<file path="config.mk">
export PLATFORM = sky130hd
export DESIGN_NAME = idex_stage_flat
export DESIGN_NICKNAME = d
export VERILOG_FILES = /design/src/rtl/riscv_pkg.sv /design/src/rtl/idex_stage_if.sv /design/src/rtl/alu_ctrl_decoder.sv /design/src/rtl/idex_stage.sv /design/src/flat_wrapper.sv
export SDC_FILE = /design/constraint.sdc
export NUM_CORES = 1
export LEC_CHECK = 0
export BUFFER_PORTS_ARGS = -buffer_cell sky130_fd_sc_hd__buf_2
export CORE_AREA = 4 4 172 174
export CTS_BUF_LIST = sky130_fd_sc_hd__clkbuf_2 sky130_fd_sc_hd__clkbuf_4 sky130_fd_sc_hd__clkbuf_8
export DETAILED_ROUTE_END_ITERATION = 16
export DIE_AREA = 0 0 176 178
export GPL_ROUTABILITY_DRIVEN = 0
export PLACE_DENSITY = 0.72
export RECOVER_POWER = 25
export SLEW_MARGIN = 30
export SYNTH_ARGS = -nofsm -noshare
export SYNTH_HDL_FRONTEND = slang
export SYNTH_SLANG_ARGS = --single-unit
</file>
<file path="constraint.sdc">
create_clock -name clk_i -period 4 [get_ports clk_i]
set_input_delay 1.2 -clock clk_i [delete_from_list [all_inputs] [get_ports clk_i]]
set_output_delay 1.2 -clock clk_i [all_outputs]
set_load 0.05 [all_outputs]
</file>
<file path="src/rtl/riscv_pkg.sv">
// Shared definitions for the ID/EX stage: datapath widths, RV32I opcode and
// funct3 constants, ALU control codes and the EX control-bit decode helper.
package riscv_pkg;

    localparam int XLEN       = 32;
    localparam int REG_ADDR_W = 5;

    // RV32I major opcodes
    localparam logic [6:0] OP_LOAD   = 7'b0000011;
    localparam logic [6:0] OP_IMM    = 7'b0010011;
    localparam logic [6:0] OP_AUIPC  = 7'b0010111;
    localparam logic [6:0] OP_STORE  = 7'b0100011;
    localparam logic [6:0] OP_REG    = 7'b0110011;
    localparam logic [6:0] OP_LUI    = 7'b0110111;
    localparam logic [6:0] OP_BRANCH = 7'b1100011;
    localparam logic [6:0] OP_JALR   = 7'b1100111;
    localparam logic [6:0] OP_JAL    = 7'b1101111;

    // funct3 encodings of the integer ALU group
    localparam logic [2:0] F3_ADD_SUB = 3'b000;
    localparam logic [2:0] F3_SLL     = 3'b001;
    localparam logic [2:0] F3_SLT     = 3'b010;
    localparam logic [2:0] F3_SLTU    = 3'b011;
    localparam logic [2:0] F3_XOR     = 3'b100;
    localparam logic [2:0] F3_SR      = 3'b101;
    localparam logic [2:0] F3_OR      = 3'b110;
    localparam logic [2:0] F3_AND     = 3'b111;

    // ALU control codes
    typedef enum logic [3:0] {
        ALU_ADD   = 4'b0000,
        ALU_SUB   = 4'b0001,
        ALU_SLL   = 4'b0010,
        ALU_XOR   = 4'b0011,
        ALU_SRL   = 4'b0100,
        ALU_SRA   = 4'b0101,
        ALU_OR    = 4'b0110,
        ALU_AND   = 4'b0111,
        ALU_PASSB = 4'b1000
    } alu_ctrl_e;

    // Control bits carried down the pipe with each instruction
    typedef struct packed {
        logic reg_write;
        logic mem_read;
        logic mem_write;
        logic branch;
        logic jump;
    } ctrl_t;

    // Unknown opcodes decode to all-zero control, i.e. a harmless bubble.
    function automatic ctrl_t decode_ctrl(input logic [6:0] opcode);
        ctrl_t c;
        c = '0;
        case (opcode)
            OP_REG, OP_IMM, OP_AUIPC, OP_LUI: c.reg_write = 1'b1;
            OP_LOAD: begin
                c.reg_write = 1'b1;
                c.mem_read  = 1'b1;
            end
            OP_STORE:  c.mem_write = 1'b1;
            OP_BRANCH: c.branch    = 1'b1;
            OP_JAL, OP_JALR: begin
                c.reg_write = 1'b1;
                c.jump      = 1'b1;
            end
            default: c = '0;
        endcase
        return c;
    endfunction

endpackage

</file>
<file path="src/rtl/idex_stage_if.sv">
// Signal bundle between the ID stage / hazard unit / later pipeline stages
// (master side) and the ID/EX stage (slave side).
// Handshake: Valid_i qualifies the ID fields on every rising edge; there is no
// ready signal -- back-pressure is expressed by Stall_i (hold) and squashing by
// Flush_i (bubble), both driven by the hazard unit. Valid_o qualifies every
// registered output towards EX.
interface idex_stage_if #(
    parameter int XLEN       = riscv_pkg::XLEN,
    parameter int REG_ADDR_W = riscv_pkg::REG_ADDR_W
);
    // ID / hazard unit inputs
    logic                  Stall_i;
    logic                  Flush_i;
    logic                  Valid_i;
    logic [XLEN-1:0]       PC_i;
    logic [6:0]            Opcode_i;
    logic [2:0]            Funct3_i;
    logic                  Funct7b5_i;
    logic [REG_ADDR_W-1:0] Rs1Addr_i;
    logic [REG_ADDR_W-1:0] Rs2Addr_i;
    logic [REG_ADDR_W-1:0] RdAddr_i;
    logic [XLEN-1:0]       Rs1Data_i;
    logic [XLEN-1:0]       Rs2Data_i;
    logic [XLEN-1:0]       Imm_i;
    logic                  PredTaken_i;
    // Forwarding sources
    logic                  ExMemRegWrite_i;
    logic [REG_ADDR_W-1:0] ExMemRd_i;
    logic [XLEN-1:0]       ExMemData_i;
    logic                  MemWbRegWrite_i;
    logic [REG_ADDR_W-1:0] MemWbRd_i;
    logic [XLEN-1:0]       MemWbData_i;
    // Stage outputs
    logic [XLEN-1:0]       OperandA_o;
    logic [XLEN-1:0]       OperandB_o;
    logic [3:0]            ALUCtrl_o;
    logic [XLEN-1:0]       Rs1Fwd_o;
    logic [XLEN-1:0]       Rs2Fwd_o;
    logic [XLEN-1:0]       PC_o;
    logic [XLEN-1:0]       Imm_o;
    logic [REG_ADDR_W-1:0] RdAddr_o;
    logic [2:0]            Funct3_o;
    logic                  Valid_o;
    logic                  RegWrite_o;
    logic                  MemRead_o;
    logic                  MemWrite_o;
    logic                  Branch_o;
    logic                  Jump_o;
    logic                  PredTaken_o;
    logic                  SetLess_o;
    logic                  SetLessU_o;
    logic                  LoadUseStall_o;

    modport master (
        output Stall_i, Flush_i, Valid_i, PC_i, Opcode_i, Funct3_i, Funct7b5_i,
               Rs1Addr_i, Rs2Addr_i, RdAddr_i, Rs1Data_i, Rs2Data_i, Imm_i,
               PredTaken_i, ExMemRegWrite_i, ExMemRd_i, ExMemData_i,
               MemWbRegWrite_i, MemWbRd_i, MemWbData_i,
        input  OperandA_o, OperandB_o, ALUCtrl_o, Rs1Fwd_o, Rs2Fwd_o, PC_o,
               Imm_o, RdAddr_o, Funct3_o, Valid_o, RegWrite_o, MemRead_o,
               MemWrite_o, Branch_o, Jump_o, PredTaken_o, SetLess_o,
               SetLessU_o, LoadUseStall_o
    );

    modport slave (
        input  Stall_i, Flush_i, Valid_i, PC_i, Opcode_i, Funct3_i, Funct7b5_i,
               Rs1Addr_i, Rs2Addr_i, RdAddr_i, Rs1Data_i, Rs2Data_i, Imm_i,
               PredTaken_i, ExMemRegWrite_i, ExMemRd_i, ExMemData_i,
               MemWbRegWrite_i, MemWbRd_i, MemWbData_i,
        output OperandA_o, OperandB_o, ALUCtrl_o, Rs1Fwd_o, Rs2Fwd_o, PC_o,
               Imm_o, RdAddr_o, Funct3_o, Valid_o, RegWrite_o, MemRead_o,
               MemWrite_o, Branch_o, Jump_o, PredTaken_o, SetLess_o,
               SetLessU_o, LoadUseStall_o
    );

endinterface

</file>
<file path="src/rtl/alu_ctrl_decoder.sv">
// Combinational ALU control decode.
// Ports: opcode/funct3/funct7b5 in; alu_ctrl (4-bit code), set_less and
// set_less_u (SLT/SLTU requests to the comparator) out.
module alu_ctrl_decoder
    import riscv_pkg::*;
(
    input  logic [6:0] opcode,
    input  logic [2:0] funct3,
    input  logic       funct7b5,
    output logic [3:0] alu_ctrl,
    output logic       set_less,
    output logic       set_less_u
);

    logic is_reg;
    logic is_imm;

    assign is_reg = (opcode == OP_REG);
    assign is_imm = (opcode == OP_IMM);

    always_comb begin
        alu_ctrl   = ALU_ADD;
        set_less   = 1'b0;
        set_less_u = 1'b0;
        if (opcode == OP_LUI) begin
            alu_ctrl = ALU_PASSB;
        end else if (is_reg || is_imm) begin
            case (funct3)
                // instr[30] in an I-type ADDI is immediate bit 10, never SUB
                F3_ADD_SUB: alu_ctrl = (is_reg && funct7b5) ? ALU_SUB : ALU_ADD;
                F3_SLL:     alu_ctrl = ALU_SLL;
                F3_XOR:     alu_ctrl = ALU_XOR;
                // SRAI keeps instr[30] as the arithmetic flag, so no is_reg gate
                F3_SR:      alu_ctrl = funct7b5 ? ALU_SRA : ALU_SRL;
                F3_OR:      alu_ctrl = ALU_OR;
                F3_AND:     alu_ctrl = ALU_AND;
                // Set-less compares use the subtractor; the comparator picks the flavour
                F3_SLT: begin
                    alu_ctrl = ALU_SUB;
                    set_less = 1'b1;
                end
                F3_SLTU: begin
                    alu_ctrl   = ALU_SUB;
                    set_less_u = 1'b1;
                end
                default: alu_ctrl = ALU_ADD;
            endcase
        end
    end

endmodule

</file>
<file path="src/rtl/idex_stage.sv">
// ID/EX pipeline register with EX-side operand preparation.
// Ports: clk_i, rst_ni (async active-low) and the idex_stage_if slave bundle:
// ID fields + stall/flush in, EX/MEM and MEM/WB forwarding sources in;
// ALU operands/control, forwarded rs1/rs2, registered fields/control and the
// combinational load-use hazard flag out.
module idex_stage #(
    parameter int XLEN       = riscv_pkg::XLEN,
    parameter int REG_ADDR_W = riscv_pkg::REG_ADDR_W
) (
    input  logic         clk_i,
    input  logic         rst_ni,
    idex_stage_if.slave  bus
);
    import riscv_pkg::*;

    ctrl_t                 dec;
    logic                  valid_q;
    ctrl_t                 ctrl_q;
    logic                  pred_taken_q;
    logic [XLEN-1:0]       pc_q;
    logic [XLEN-1:0]       imm_q;
    logic [6:0]            opcode_q;
    logic [2:0]            funct3_q;
    logic                  f7b5_q;
    logic [REG_ADDR_W-1:0] rs1_addr_q;
    logic [REG_ADDR_W-1:0] rs2_addr_q;
    logic [REG_ADDR_W-1:0] rd_q;
    logic [XLEN-1:0]       rs1_data_q;
    logic [XLEN-1:0]       rs2_data_q;

    logic [XLEN-1:0]       rs1_fwd;
    logic [XLEN-1:0]       rs2_fwd;
    logic [XLEN-1:0]       operand_a;
    logic [XLEN-1:0]       operand_b;
    logic [3:0]            alu_ctrl;
    logic                  set_less;
    logic                  set_less_u;

    // EX/MEM is the younger producer, so it wins over MEM/WB; x0 never forwards.
    function automatic logic [XLEN-1:0] fwd_sel(
        input logic [REG_ADDR_W-1:0] src,
        input logic [XLEN-1:0]       stored,
        input logic                  ex_we,
        input logic [REG_ADDR_W-1:0] ex_rd,
        input logic [XLEN-1:0]       ex_data,
        input logic                  wb_we,
        input logic [REG_ADDR_W-1:0] wb_rd,
        input logic [XLEN-1:0]       wb_data
    );
        if (ex_we && (ex_rd != '0) && (ex_rd == src))
            return ex_data;
        else if (wb_we && (wb_rd != '0) && (wb_rd == src))
            return wb_data;
        else
            return stored;
    endfunction

    assign dec = decode_ctrl(bus.Opcode_i);

    always_ff @(posedge clk_i or negedge rst_ni) begin
        if (!rst_ni) begin
            valid_q      <= 1'b0;
            ctrl_q       <= '0;
            pred_taken_q <= 1'b0;
            pc_q         <= '0;
            imm_q        <= '0;
            opcode_q     <= '0;
            funct3_q     <= '0;
            f7b5_q       <= 1'b0;
            rs1_addr_q   <= '0;
            rs2_addr_q   <= '0;
            rd_q         <= '0;
            rs1_data_q   <= '0;
            rs2_data_q   <= '0;
        end else if (bus.Flush_i) begin
            // Bubble: kill control only, datapath fields are don't-care and hold
            valid_q      <= 1'b0;
            ctrl_q       <= '0;
            pred_taken_q <= 1'b0;
        end else if (bus.Stall_i) begin
            // Re-capture forwarded values so they outlive their producer
            rs1_data_q <= rs1_fwd;
            rs2_data_q <= rs2_fwd;
        end else begin
            valid_q      <= bus.Valid_i;
            ctrl_q       <= bus.Valid_i ? dec : '0;
            pred_taken_q <= bus.Valid_i & bus.PredTaken_i;
            pc_q         <= bus.PC_i;
            imm_q        <= bus.Imm_i;
            opcode_q     <= bus.Opcode_i;
            funct3_q     <= bus.Funct3_i;
            f7b5_q       <= bus.Funct7b5_i;
            rs1_addr_q   <= bus.Rs1Addr_i;
            rs2_addr_q   <= bus.Rs2Addr_i;
            rd_q         <= bus.RdAddr_i;
            rs1_data_q   <= bus.Rs1Data_i;
            rs2_data_q   <= bus.Rs2Data_i;
        end
    end

    always_comb begin
        rs1_fwd = fwd_sel(rs1_addr_q, rs1_data_q,
                          bus.ExMemRegWrite_i, bus.ExMemRd_i, bus.ExMemData_i,
                          bus.MemWbRegWrite_i, bus.MemWbRd_i, bus.MemWbData_i);
        rs2_fwd = fwd_sel(rs2_addr_q, rs2_data_q,
                          bus.ExMemRegWrite_i, bus.ExMemRd_i, bus.ExMemData_i,
                          bus.MemWbRegWrite_i, bus.MemWbRd_i, bus.MemWbData_i);
    end

    // Unknown opcodes fall through to rs1/rs2, which read 0 out of reset.
    always_comb begin
        operand_a = rs1_fwd;
        operand_b = rs2_fwd;
        case (opcode_q)
            OP_IMM, OP_LOAD, OP_STORE, OP_JALR: operand_b = imm_q;
            OP_BRANCH, OP_JAL, OP_AUIPC: begin
                operand_a = pc_q;
                operand_b = imm_q;
            end
            OP_LUI: begin
                operand_a = '0;
                operand_b = imm_q;
            end
            default: ;
        endcase
    end

    alu_ctrl_decoder u_alu_ctrl_decoder (
        .opcode     (opcode_q),
        .funct3     (funct3_q),
        .funct7b5   (f7b5_q),
        .alu_ctrl   (alu_ctrl),
        .set_less   (set_less),
        .set_less_u (set_less_u)
    );

    assign bus.OperandA_o  = operand_a;
    assign bus.OperandB_o  = operand_b;
    assign bus.ALUCtrl_o   = alu_ctrl;
    assign bus.SetLess_o   = set_less;
    assign bus.SetLessU_o  = set_less_u;
    assign bus.Rs1Fwd_o    = rs1_fwd;
    assign bus.Rs2Fwd_o    = rs2_fwd;
    assign bus.PC_o        = pc_q;
    assign bus.Imm_o       = imm_q;
    assign bus.RdAddr_o    = rd_q;
    assign bus.Funct3_o    = funct3_q;
    assign bus.Valid_o     = valid_q;
    assign bus.RegWrite_o  = ctrl_q.reg_write;
    assign bus.MemRead_o   = ctrl_q.mem_read;
    assign bus.MemWrite_o  = ctrl_q.mem_write;
    assign bus.Branch_o    = ctrl_q.branch;
    assign bus.Jump_o      = ctrl_q.jump;
    assign bus.PredTaken_o = pred_taken_q;

    // A load in EX whose result the ID instruction needs cannot be forwarded in time.
    assign bus.LoadUseStall_o = valid_q && ctrl_q.mem_read && (rd_q != '0) &&
                                bus.Valid_i &&
                                ((rd_q == bus.Rs1Addr_i) || (rd_q == bus.Rs2Addr_i));

endmodule

</file>
<file path="src/flat_wrapper.sv">
// flat-port wrapper written by rule: the top's interface ports become plain ports
module idex_stage_flat import riscv_pkg::*;
#(
    parameter int XLEN       = riscv_pkg::XLEN,
    parameter int REG_ADDR_W = riscv_pkg::REG_ADDR_W
)
  (clk_i, rst_ni, bus_Stall_i, bus_Flush_i, bus_Valid_i, bus_PC_i, bus_Opcode_i, bus_Funct3_i, bus_Funct7b5_i, bus_Rs1Addr_i, bus_Rs2Addr_i, bus_RdAddr_i, bus_Rs1Data_i, bus_Rs2Data_i, bus_Imm_i, bus_PredTaken_i, bus_ExMemRegWrite_i, bus_ExMemRd_i, bus_ExMemData_i, bus_MemWbRegWrite_i, bus_MemWbRd_i, bus_MemWbData_i, bus_OperandA_o, bus_OperandB_o, bus_ALUCtrl_o, bus_Rs1Fwd_o, bus_Rs2Fwd_o, bus_PC_o, bus_Imm_o, bus_RdAddr_o, bus_Funct3_o, bus_Valid_o, bus_RegWrite_o, bus_MemRead_o, bus_MemWrite_o, bus_Branch_o, bus_Jump_o, bus_PredTaken_o, bus_SetLess_o, bus_SetLessU_o, bus_LoadUseStall_o);
  idex_stage_if #(.XLEN(XLEN), .REG_ADDR_W(REG_ADDR_W)) bus_i ();
  input  logic clk_i;
  input  logic rst_ni;
  input wire logic [$bits(bus_i.Stall_i)-1:0] bus_Stall_i;
  input wire logic [$bits(bus_i.Flush_i)-1:0] bus_Flush_i;
  input wire logic [$bits(bus_i.Valid_i)-1:0] bus_Valid_i;
  input wire logic [$bits(bus_i.PC_i)-1:0] bus_PC_i;
  input wire logic [$bits(bus_i.Opcode_i)-1:0] bus_Opcode_i;
  input wire logic [$bits(bus_i.Funct3_i)-1:0] bus_Funct3_i;
  input wire logic [$bits(bus_i.Funct7b5_i)-1:0] bus_Funct7b5_i;
  input wire logic [$bits(bus_i.Rs1Addr_i)-1:0] bus_Rs1Addr_i;
  input wire logic [$bits(bus_i.Rs2Addr_i)-1:0] bus_Rs2Addr_i;
  input wire logic [$bits(bus_i.RdAddr_i)-1:0] bus_RdAddr_i;
  input wire logic [$bits(bus_i.Rs1Data_i)-1:0] bus_Rs1Data_i;
  input wire logic [$bits(bus_i.Rs2Data_i)-1:0] bus_Rs2Data_i;
  input wire logic [$bits(bus_i.Imm_i)-1:0] bus_Imm_i;
  input wire logic [$bits(bus_i.PredTaken_i)-1:0] bus_PredTaken_i;
  input wire logic [$bits(bus_i.ExMemRegWrite_i)-1:0] bus_ExMemRegWrite_i;
  input wire logic [$bits(bus_i.ExMemRd_i)-1:0] bus_ExMemRd_i;
  input wire logic [$bits(bus_i.ExMemData_i)-1:0] bus_ExMemData_i;
  input wire logic [$bits(bus_i.MemWbRegWrite_i)-1:0] bus_MemWbRegWrite_i;
  input wire logic [$bits(bus_i.MemWbRd_i)-1:0] bus_MemWbRd_i;
  input wire logic [$bits(bus_i.MemWbData_i)-1:0] bus_MemWbData_i;
  output wire logic [$bits(bus_i.OperandA_o)-1:0] bus_OperandA_o;
  output wire logic [$bits(bus_i.OperandB_o)-1:0] bus_OperandB_o;
  output wire logic [$bits(bus_i.ALUCtrl_o)-1:0] bus_ALUCtrl_o;
  output wire logic [$bits(bus_i.Rs1Fwd_o)-1:0] bus_Rs1Fwd_o;
  output wire logic [$bits(bus_i.Rs2Fwd_o)-1:0] bus_Rs2Fwd_o;
  output wire logic [$bits(bus_i.PC_o)-1:0] bus_PC_o;
  output wire logic [$bits(bus_i.Imm_o)-1:0] bus_Imm_o;
  output wire logic [$bits(bus_i.RdAddr_o)-1:0] bus_RdAddr_o;
  output wire logic [$bits(bus_i.Funct3_o)-1:0] bus_Funct3_o;
  output wire logic [$bits(bus_i.Valid_o)-1:0] bus_Valid_o;
  output wire logic [$bits(bus_i.RegWrite_o)-1:0] bus_RegWrite_o;
  output wire logic [$bits(bus_i.MemRead_o)-1:0] bus_MemRead_o;
  output wire logic [$bits(bus_i.MemWrite_o)-1:0] bus_MemWrite_o;
  output wire logic [$bits(bus_i.Branch_o)-1:0] bus_Branch_o;
  output wire logic [$bits(bus_i.Jump_o)-1:0] bus_Jump_o;
  output wire logic [$bits(bus_i.PredTaken_o)-1:0] bus_PredTaken_o;
  output wire logic [$bits(bus_i.SetLess_o)-1:0] bus_SetLess_o;
  output wire logic [$bits(bus_i.SetLessU_o)-1:0] bus_SetLessU_o;
  output wire logic [$bits(bus_i.LoadUseStall_o)-1:0] bus_LoadUseStall_o;
  assign bus_i.Stall_i = bus_Stall_i;
  assign bus_i.Flush_i = bus_Flush_i;
  assign bus_i.Valid_i = bus_Valid_i;
  assign bus_i.PC_i = bus_PC_i;
  assign bus_i.Opcode_i = bus_Opcode_i;
  assign bus_i.Funct3_i = bus_Funct3_i;
  assign bus_i.Funct7b5_i = bus_Funct7b5_i;
  assign bus_i.Rs1Addr_i = bus_Rs1Addr_i;
  assign bus_i.Rs2Addr_i = bus_Rs2Addr_i;
  assign bus_i.RdAddr_i = bus_RdAddr_i;
  assign bus_i.Rs1Data_i = bus_Rs1Data_i;
  assign bus_i.Rs2Data_i = bus_Rs2Data_i;
  assign bus_i.Imm_i = bus_Imm_i;
  assign bus_i.PredTaken_i = bus_PredTaken_i;
  assign bus_i.ExMemRegWrite_i = bus_ExMemRegWrite_i;
  assign bus_i.ExMemRd_i = bus_ExMemRd_i;
  assign bus_i.ExMemData_i = bus_ExMemData_i;
  assign bus_i.MemWbRegWrite_i = bus_MemWbRegWrite_i;
  assign bus_i.MemWbRd_i = bus_MemWbRd_i;
  assign bus_i.MemWbData_i = bus_MemWbData_i;
  assign bus_OperandA_o = bus_i.OperandA_o;
  assign bus_OperandB_o = bus_i.OperandB_o;
  assign bus_ALUCtrl_o = bus_i.ALUCtrl_o;
  assign bus_Rs1Fwd_o = bus_i.Rs1Fwd_o;
  assign bus_Rs2Fwd_o = bus_i.Rs2Fwd_o;
  assign bus_PC_o = bus_i.PC_o;
  assign bus_Imm_o = bus_i.Imm_o;
  assign bus_RdAddr_o = bus_i.RdAddr_o;
  assign bus_Funct3_o = bus_i.Funct3_o;
  assign bus_Valid_o = bus_i.Valid_o;
  assign bus_RegWrite_o = bus_i.RegWrite_o;
  assign bus_MemRead_o = bus_i.MemRead_o;
  assign bus_MemWrite_o = bus_i.MemWrite_o;
  assign bus_Branch_o = bus_i.Branch_o;
  assign bus_Jump_o = bus_i.Jump_o;
  assign bus_PredTaken_o = bus_i.PredTaken_o;
  assign bus_SetLess_o = bus_i.SetLess_o;
  assign bus_SetLessU_o = bus_i.SetLessU_o;
  assign bus_LoadUseStall_o = bus_i.LoadUseStall_o;
  idex_stage #(.XLEN(XLEN), .REG_ADDR_W(REG_ADDR_W)) u_core (.clk_i(clk_i), .rst_ni(rst_ni), .bus(bus_i));
endmodule
</file>
# Yosys cells after proc, flatten, opt, wreduce, memory -nomap -nowiden
# Index checks and enable logic that the tools add are counted.
[classes] eq_ne=32 muxes=31 n_bitwise=3 reduce_logical=23
[ops] operator="32-bit 2-to-1 mux" n=7
[ops] operator="32-bit one-hot mux with 2 select lines" n=1
[ops] operator="7-bit by 6-bit == test with 1-bit output, second input constant" n=6
[ops] operator="7-bit == test, second input constant" n=6
[ops] operator="5-bit == test" n=6
[ops] operator="7-bit by 5-bit == test with 1-bit output, second input constant" n=4
[ops] operator="4-bit one-hot mux with 7 select lines" n=1
[ops] operator="1-bit 2-to-1 mux" n=17
[ops] operator="5-bit 2-to-1 mux" n=3
[ops] operator="5-bit nonzero test" n=3
[ops] operator="7-bit by 2-bit == test with 1-bit output, second input constant" n=2
[ops] operator="3-bit == test, second input constant" n=4
[ops] operator="1-bit logical AND" n=11
[ops] operator="4-bit 2-to-1 mux" n=2
[ops] operator="8-bit OR reduction" n=1
[ops] operator="7-bit OR reduction" n=1
[ops] operator="3-bit by 2-bit == test with 1-bit output, second input constant" n=2
[ops] operator="2-bit OR reduction" n=2
[ops] operator="3-bit by 1-bit == test with 1-bit output, second input constant" n=1
[ops] operator="3-bit logical NOT" n=1
[ops] operator="3-bit OR reduction" n=1
[ops] operator="1-bit logical OR" n=2
[ops] operator="2-bit by 1-bit inequality test with 1-bit output, second input constant" n=1
[ops] operator="1-bit inverter" n=2
[ops] operator="2 further kinds" n=2
[word_totals] ff_bits=161 in_bits=236 out_inout_bits=214 wordCells=106

# Depth between registers and ports, before layout
# Gate-level depths: netlist (run 1).
[depth] ltp_word=6 depth_mapped=7 ltp_nobuf=5

# Cells and area by module
# From an unflattened synthesis (run 1), not the netlist that was laid out.
[hier_totals] hier_cells=941 hier_area_um2=10252.3
[modules_own_cells] module="idex_stage" n_inst=1 cells_each=923 area_per_inst_um2=10077.2 seq_area_each_um2=4028.9
[modules_own_cells] module="alu_ctrl_decoder" n_inst=1 cells_each=18 area_per_inst_um2=175.2 seq_area_each_um2=0.0

# Worst setup path after synthesis (run 1)
# Ideal clock, no wire load.
[synth_timing] path_kind="in2out" startpoint="input port bus_MemWbRd_i[0]" endpoint="output port bus_OperandB_o[10]" t_arrival_ps=3801 slack_ps=-1001 path_stages=6 n_path_buf=1 path_cell_list="or4_1 o211ai_2 clkbuf_2 o21ai_1 a31oi_1 mux2_2"
[synth_via] elab_chain_cells=6 word_cells_on_any_way=7 cone_classes="1 x eq/ne; 3 x mux; 3 x reduce/logical"
[synth_rtl] element="start: declaration" line_no="flat_wrapper.sv:29" source="input wire logic [$bits(bus_i.MemWbRd_i)-1:0] bus_MemWbRd_i;"
[synth_rtl] element="5-bit nonzero test" line_no="idex_stage.sv:52" source="else if (wb_we && (wb_rd != '0) && (wb_rd == src))"
[synth_rtl] element="1-bit logical AND" line_no="idex_stage.sv:52"
[synth_rtl] element="1-bit logical AND (*)" line_no="idex_stage.sv:52"
[synth_rtl] element="32-bit 2-to-1 mux (*)" line_no="idex_stage.sv:52"
[synth_rtl] element="32-bit 2-to-1 mux (*)" line_no="idex_stage.sv:50" source="if (ex_we && (ex_rd != '0) && (ex_rd == src))"
[synth_rtl] element="named net bus_Rs2Fwd_o[10]" line_no="flat_wrapper.sv:35" source="output wire logic [$bits(bus_i.Rs2Fwd_o)-1:0] bus_Rs2Fwd_o;"
[synth_rtl] element="32-bit 2-to-1 mux (*)" line_no="idex_stage.sv:114" source="case (opcode_q)"
[synth_rtl] element="end: declaration" line_no="flat_wrapper.sv:32" source="output wire logic [$bits(bus_i.OperandB_o)-1:0] bus_OperandB_o;"
# Mark *: on every way through the listed nets, which the timed path passes. The rest lies on a longest branch.

# Final worst setup path (run 1)
[layout_timing] startpoint="input port bus_ExMemRd_i[0]" endpoint="output port bus_OperandA_o[20]"
[layout_via] elab_chain_cells=5 word_cells_on_any_way=6 cone_classes="1 x eq/ne; 2 x mux; 3 x reduce/logical"
[layout_rtl] element="start: declaration" line_no="flat_wrapper.sv:26" source="input wire logic [$bits(bus_i.ExMemRd_i)-1:0] bus_ExMemRd_i;"
[layout_rtl] element="5-bit nonzero test" line_no="idex_stage.sv:50"
[layout_rtl] element="1-bit logical AND" line_no="idex_stage.sv:50"
[layout_rtl] element="1-bit logical AND (*)" line_no="idex_stage.sv:50"
[layout_rtl] element="32-bit 2-to-1 mux (*)" line_no="idex_stage.sv:50"
[layout_rtl] element="32-bit one-hot mux with 2 select lines (*)" line_no="idex_stage.sv:114"
[layout_rtl] element="end: declaration" line_no="flat_wrapper.sv:31" source="output wire logic [$bits(bus_i.OperandA_o)-1:0] bus_OperandA_o;"
# Mark *: on every way between the ends. The rest lies on a longest branch, timed or not.

==> impl_metrics.toml, run 1 <==
[status]
status = "complete, but fails checks"
violations = "max-capacitance violations, max-slew violations, negative setup slack"

[timing]
fmax_mhz = 224.6
tns_ns = -45.23
slew_headroom_pct = -5.807
period_share_pct = 111.3
fin_ws_ns = -0.4515
min_period_ns = 4.452
tightest_slew_ns = 1.587
maxSlewViolCount = 58
setup_viol_count_final = 128
fin_skew_ns = 0.02474
rsz0062_at_grt = "true"
hold_viol = 0

[clock_tree]
htreeDepth = 4
clkSlewWorstSetupHoldPaths_ns = 0.11
insertion_delay_ns = 0.46
cts_sinks = 161
numCtsBuffers = 17
cts_hold_buffers = 0
cts_tree = "yes"
root_buffer = "clkbuf_8"
cts.path.max_buffers = 2

[power]
p_comb_share_pct = 57.1
clockPowerShare_pct = 17.2
switchingPower_uw = 3687
internal-power_uw = 4425
p_leak_uw = 0.007438
p_sw_share_pct = 45.45
power_density_mw_per_mm2 = 463.6
seq_power_share_pct = 25.8
irDropWorstVdd_v = 0.0002551

[floorplan]
die-area_mm2 = 0.03133
initial_utilization_pct = 34.62
row_count = 61
die_height_um = 178
core_area_mm2 = 0.02778
ios = 450
die_w_um = 176

[cells_and_area]
layout-drive-gt1-share_pct = 65.50
area_growth_pct = 81.97
fin_cells = 1924
fin_area_mm2 = 0.01750
layout.nets = 1765

[worst_hold_path]
hold_path.class = "reg -> reg"
hold_path_depth = 2

[drt]
drtIter0Drc = 1053
dr.pass1.iters = 5
num_vias = 11620
vias_per_cell = 6.041
drc = 0
postRouteAntennaNets = 0
totalWireLength_um = 51850
wire_per_inst_um = 26.95

[global_route]
grt_antenna_before_repair = 7
grt_pass1_vias = 12180
grt.overflow.total = 0
grt_util_all_layers_pct = 31.42
grt_max_degree = 88
grt_first_pass_wirelength_um = 75100

[setup_path]
crit_buf_inv = 4
rrSetupSlack_ns = 1.54
end_kind = "primary output"
path_common_cell = "buf_6"
cp_cell_sequence = "buf_6 -> or4_4 -> o2111ai_4 -> buf_6 -> or2_4 -> nor2_4 -> buf_12 -> a221o_2 -> buf_6"
max_stage_delay_ns = 0.57
cp_max_fo = 25
timing.critical_path.from = "bus_ExMemRd_i[0]"
setup.worst_path.class = "in -> out"
path_depth = 9
worstRegToRegCells = 8
regToRegEndpoint = "u_core.rs2_data_q[20]$_DFFE_PN0N_"
start_kind = "input pin"
r2r_start = "u_core.rs2_addr_q[0]$_DFFE_PN0P_"
worstSetupEndpoint = "bus_OperandA_o[20]"
worstPathRequired_ns = 2.80
cpMaxStageDelayCell = "or4_4"
critical_path_arrival_ns = 3.25
critPathTopFamily = "simple AND/OR/NAND/NOR gates"

[synth]
synth_edf_count = 0
netlist_instances = 941
synth_cell_types = 46
syn-cell-area_mm2 = 0.009617
ys_ff_latch = 161
async_reset_ff_share_pct = 100.0
yosys_warnings = 0
yosysTopAreaCell = "dfrtp_1"
synth.avg_cell_area_um2 = 10.22
yosysSeqAreaShare_pct = 41.89
synth_fp_nets = 1177
synthTopCellsByArea = "dfrtp_1, mux2_2, a221o_1"
synth.top_cell.area_share_pct = 41.89
synth_flop_cell = "dfrtp_1"

[placement]
placed_area_mm2 = 0.01498
hpwlAfterDp_um = 35900
placed_cells = 1857
numPortBuffers = 449

[flow_run]
drv_cap = 1
[cell usage in the layout (no fill, tap or decap), drive strengths merged, types with 9 or more instances in the layout]
cell and count:
mux2 120, a31oi 64, xor2 9, nand3 68
nor3b 63, a211oi 33, nor3 67, nor2 12
xnor2 22, inv 12, clkbuf 22, a221o 94
dfrtp 161, o21ai 72, buf 665
[kinds of logic after synthesis]
kind of cell	share of synthesized area, %
buffers and inverters	4.359
AND/OR/NAND/NOR	14.51
XOR/XNOR	2.823
AO/OA/AOI/OAI	22.37
flip-flops	41.89
multiplexers	14.05
[metrics by stage]
stage          setup WS (ns)  total power (µW)  hold WS (ns)  util (%)
2_1_floorplan        -0.2637              4560        0.4736         -
3_3_place_gp         -0.5574              5844        0.4675     53.93
3_5_place_dp         -0.5858              5892        0.4753     53.93
4_1_cts              -0.4345              7964        0.5031     61.41
5_1_grt              -0.4631              8387        0.5258     62.98
6_report             -0.4515              8112        0.4974     62.99
[worst min-delay path by stage]
stage	from	end	slack, ns
2_1_floorplan	u_core.rs1_data_q[0]$_DFFE_PN0N_	u_core.rs1_data_q[0]$_DFFE_PN0N_	0.47
3_3_place_gp	u_core.bus.RegWrite_o$_DFFE_PN0P_	u_core.bus.RegWrite_o$_DFFE_PN0P_	0.47
3_5_place_dp	u_core.bus.RegWrite_o$_DFFE_PN0P_	u_core.bus.RegWrite_o$_DFFE_PN0P_	0.48
4_1_cts	u_core.bus.RegWrite_o$_DFFE_PN0P_	u_core.bus.RegWrite_o$_DFFE_PN0P_	0.50
5_1_grt	u_core.bus.RegWrite_o$_DFFE_PN0P_	u_core.bus.RegWrite_o$_DFFE_PN0P_	0.53
6_report	u_core.bus.RegWrite_o$_DFFE_PN0P_	u_core.bus.RegWrite_o$_DFFE_PN0P_	0.50
[state kept, by name, indices dropped and copies added, names as in the netlist]
| register | flops |
|---|---|
| u_core.opcode_q | 7 |
| u_core.rs2_data_q | 32 |
| u_core.bus.Branch_o | 1 |
| u_core.bus.RegWrite_o | 1 |
| u_core.rs1_data_q | 32 |
| u_core.rs1_addr_q | 5 |
| u_core.bus.Jump_o | 1 |
| u_core.bus.MemRead_o | 1 |
| u_core.bus.RdAddr_o | 5 |
| u_core.bus.PC_o | 32 |
| u_core.bus.MemWrite_o | 1 |
| u_core.bus.PredTaken_o | 1 |
| u_core.bus.Imm_o | 32 |
| u_core.bus.Valid_o | 1 |
| u_core.f7b5_q | 1 |
| u_core.bus.Funct3_o | 3 |
| u_core.rs2_addr_q | 5 |
[routing by layer]
layer | up-vias | global-route usage, % | wire, µm
li1 | 4909 | - | -
met4 | 6 | 15.79 | 2946
met1 | 5767 | 37.35 | 19420
met3 | 185 | 7.694 | 4295
met2 | 755 | 53.23 | 25140
met5 | - | 0 | 41
[cell usage after synthesis, drive strengths merged, types with 3 or more instances]
master    n
xor2      9
a32o      3
buf      16
mux2    120
a22o      3
xnor2    22
nor3b    63
a31oi    64
clkbuf   84
nor2     12
nand2     5
a211oi   33
inv       4
dfrtp   161
or4       3
nor3     67
o211ai    3
nand3    68
o21ai    72
nor4      3
a21oi     5
nand4     5
a221o    94
[final cells by class]
type | instances | area [µm²]
antenna | 4 | 10.01
sequential | 161 | 4029
tap | 378 | 473.0
fill | 2181 | 10280
clock buffer | 18 | 241.5
clock inverter | 14 | 188.9
timing repair buffer | 669 | 5573
multi-input combinational | 676 | 6969
inverter | 4 | 15.01
[power by group through the flow]
stage,combinational [µW],sequential [µW],clock [µW]
2_1_floorplan,2150,2410,0
3_3_place_gp,3770,2070,0
3_5_place_dp,3810,2080,0
4_1_cts,4470,2070,1430
5_1_grt,4780,2110,1500
6_report,4630,2090,1390
[worst reg2reg max path: stages, from the launching register on]
cell and delay (ns):
dfrtp_1 0.44, xor2_1 0.17, or4b_4 0.62, buf_12 0.23, o21ai_4 0.22, a31oi_4 0.10, buf_6 0.14, buf_4 0.13
a221o_1 0.29
[what timing repair did]
| action | in CTS | in global routing |
|---|---|---|
| gates resized for setup | 374 | 73 |
| pin swaps | 37 | 32 |
| endpoints found under the setup margin | 128 | 128 |
| gates cloned | 7 | 1 |
| buffers inserted | 12 | 13 |
No activity file was read; power rests on OpenSTA's default activity.
==> run 2, diff against run 1 <==
--- a/config.mk
+++ b/config.mk
@@ -11,7 +11,7 @@
 export DETAILED_ROUTE_END_ITERATION = 16
 export DIE_AREA = 0 0 176 178
 export GPL_ROUTABILITY_DRIVEN = 0
-export PLACE_DENSITY = 0.72
+export PLACE_DENSITY_LB_ADDON = 0.15
 export RECOVER_POWER = 25
 export SLEW_MARGIN = 30
 export SYNTH_ARGS = -nofsm -noshare
==> impl_metrics.toml, run 2 (synthesis gave the netlist of run 1 again) <==
[setup_path]
timing.critical_path.from = "bus_ExMemRd_i[0]"
setup.worst_path.class = "in -> out"
critical_path_arrival_ns = 3.29
rrSetupSlack_ns = 1.33
worstRegToRegCells = 11
start_kind = "input pin"
r2r_start = "u_core.rs1_addr_q[1]$_DFFE_PN0P_"
worstPathRequired_ns = 2.80
cp_max_fo = 14
regToRegEndpoint = "u_core.rs1_data_q[10]$_DFFE_PN0N_"
end_kind = "primary output"
worstSetupEndpoint = "bus_OperandB_o[6]"

[global_route]
grt_max_degree = 91
grt_util_all_layers_pct = 32.18
grt_pass1_vias = 12270
grt_antenna_before_repair = 10
met1_usage_pct = 39.15
met3_usage_pct = 6.889
globalRouteMet2Util_pct = 55.12
globalRoute.busiestLayer = "met2"
grt_first_pass_wirelength_um = 76640
grt.overflow.total = 0

[timing]
maxSlewViolCount = 52
rsz0062_at_grt = "true"
hold_slack_ns = 0.5119
slew_headroom_pct = -117.3
fin_ws_ns = -0.4856
period_share_pct = 112.1
fmax_mhz = 222.9
fin_skew_ns = 0.01936
setup_viol_count_final = 128
hold_viol = 0
tightest_slew_ns = 3.259
min_period_ns = 4.486

[clock_tree]
root_buffer = "clkbuf_8"
cts_tree = "yes"
cts.path.max_buffers = 2
cts_hold_buffers = 0
insertion_delay_ns = 0.48
htreeDepth = 4
numCtsBuffers = 17
cts_sinks = 161
clkSlewWorstSetupHoldPaths_ns = 0.11

[placement]
numPortBuffers = 449
hpwlAfterDp_um = 33970
placed_cells = 1826

[power]
p_leak_uw = 0.008205
irDropWorstVdd_v = 0.0002702
seq_power_share_pct = 24.6
power_density_mw_per_mm2 = 442.9
p_comb_share_pct = 59.7
internal-power_uw = 4639
clockPowerShare_pct = 15.7
finalPower_uw = 8581
p_sw_share_pct = 45.94
switchingPower_uw = 3942

[drt]
dr.pass1.iters = 6
wire_per_inst_um = 27.58
num_vias = 11860
postRouteAntennaNets = 0
vias_per_cell = 5.991
drtIter0Drc = 948
drc = 0
totalWireLength_um = 54600

[status]
status = "complete, but fails checks"
violations = "max-capacitance violations, max-slew violations, negative setup slack"

[floorplan]
die_height_um = 178
ios = 450
core_area_mm2 = 0.02778
initial_utilization_pct = 34.62
die_w_um = 176
row_count = 61
die-area_mm2 = 0.03133

[cells_and_area]
layout-drive-gt1-share_pct = 71.54
final_util_pct = 69.73
layout.nets = 1818
area_growth_pct = 101.4
mostFrequentLayoutCells = "buf_2, dfrtp_1, buf_4"
final_common_cell = "buf_2"
fin_cells = 1980

[flow_run]
drv_cap = 1

[worst_hold_path]
hold_path.class = "reg -> reg"
[run 2: cell types whose count changed in the layout (fill, tap and decap cells not counted), sizes merged]
cell / before / now
clkinv: 2 / 7
diode: 4 / 7
inv: 12 / 10
bufinv: 3 / 1
clkbuf: 22 / 26
nor2: 12 / 15
buf: 665 / 710
[run 2: cell type report]
| type | count | area (µm²) |
|---|---|---|
| clock buffers | 17 | 234.0 |
| diodes | 7 | 17.52 |
| inverters | 4 | 15.01 |
| fillers | 2069 | 8409 |
| well taps | 378 | 473.0 |
| multi-input cells | 679 | 7690 |
| clock inverters | 15 | 193.9 |
| flip-flops and latches | 161 | 4029 |
| repair buffers | 719 | 6720 |
[run 2: through the flow]
step / area (µm²) / setup TNS, ns / setup WS [ns]
global placement: 14810 / -67.27 / -0.6797
CTS: 18020 / -45.35 / -0.4769
global route: 19370 / -59.42 / -0.4840
finish: 19370 / -43.23 / -0.4856
detailed placement: 14840 / -63.97 / -0.6567
floorplan: 10790 / -14.24 / -0.2637
[run 2: how the worst min path moves through the flow]
stage                                            end                             start  slack [ns]  cells past startpoint
finish                 u_core.bus.Jump_o$_DFFE_PN0P_     u_core.bus.Jump_o$_DFFE_PN0P_        0.51                      1
global route        u_core.rs2_data_q[0]$_DFFE_PN0N_  u_core.rs2_data_q[0]$_DFFE_PN0N_        0.54                      1
CTS                    u_core.bus.Jump_o$_DFFE_PN0P_     u_core.bus.Jump_o$_DFFE_PN0P_        0.51                      1
detailed placement   u_core.bus.Branch_o$_DFFE_PN0P_   u_core.bus.Branch_o$_DFFE_PN0P_        0.48                      1
global placement       u_core.bus.Jump_o$_DFFE_PN0P_     u_core.bus.Jump_o$_DFFE_PN0P_        0.48                      1
floorplan           u_core.rs1_data_q[0]$_DFFE_PN0N_  u_core.rs1_data_q[0]$_DFFE_PN0N_        0.47                      1
[run 2: timing repair]
action / 4_1_cts / 5_1_grt
endpoints found under the setup margin: 128 / 128
setup buffers: 64 / 48
gates resized for setup: 520 / 215
cloned: 14 / 8
hold endpoints to repair: 0 / 0
pin swaps: 65 / 82
[run 2: per-layer routing]
layer | up-vias | wire, µm
met1 | 6039 | 20720
met2 | 641 | 27720
li1 | 5042 | -
met4 | 6 | 2179
met5 | - | 47
met3 | 134 | 3936
[run 2: critical path, cell delays in order]
cell	delay, ns
buf_8	0.09
buf_4	0.14
buf_4	0.14
xnor2_2	0.13
nand4_1	0.31
buf_4	0.32
nor3_1	0.28
buf_4	0.19
a31oi_4	0.04
mux2_4	0.29
buf_8	0.15
[run 2: power groups by stage]
stage	clock, µW	sequential (µW)	combinational [µW]
3_5_place_dp	0	2080	3780
5_1_grt	1430	2130	5290
2_1_floorplan	0	2410	2150
4_1_cts	1360	2070	4710
6_report	1350	2110	5130
3_3_place_gp	0	2080	3760
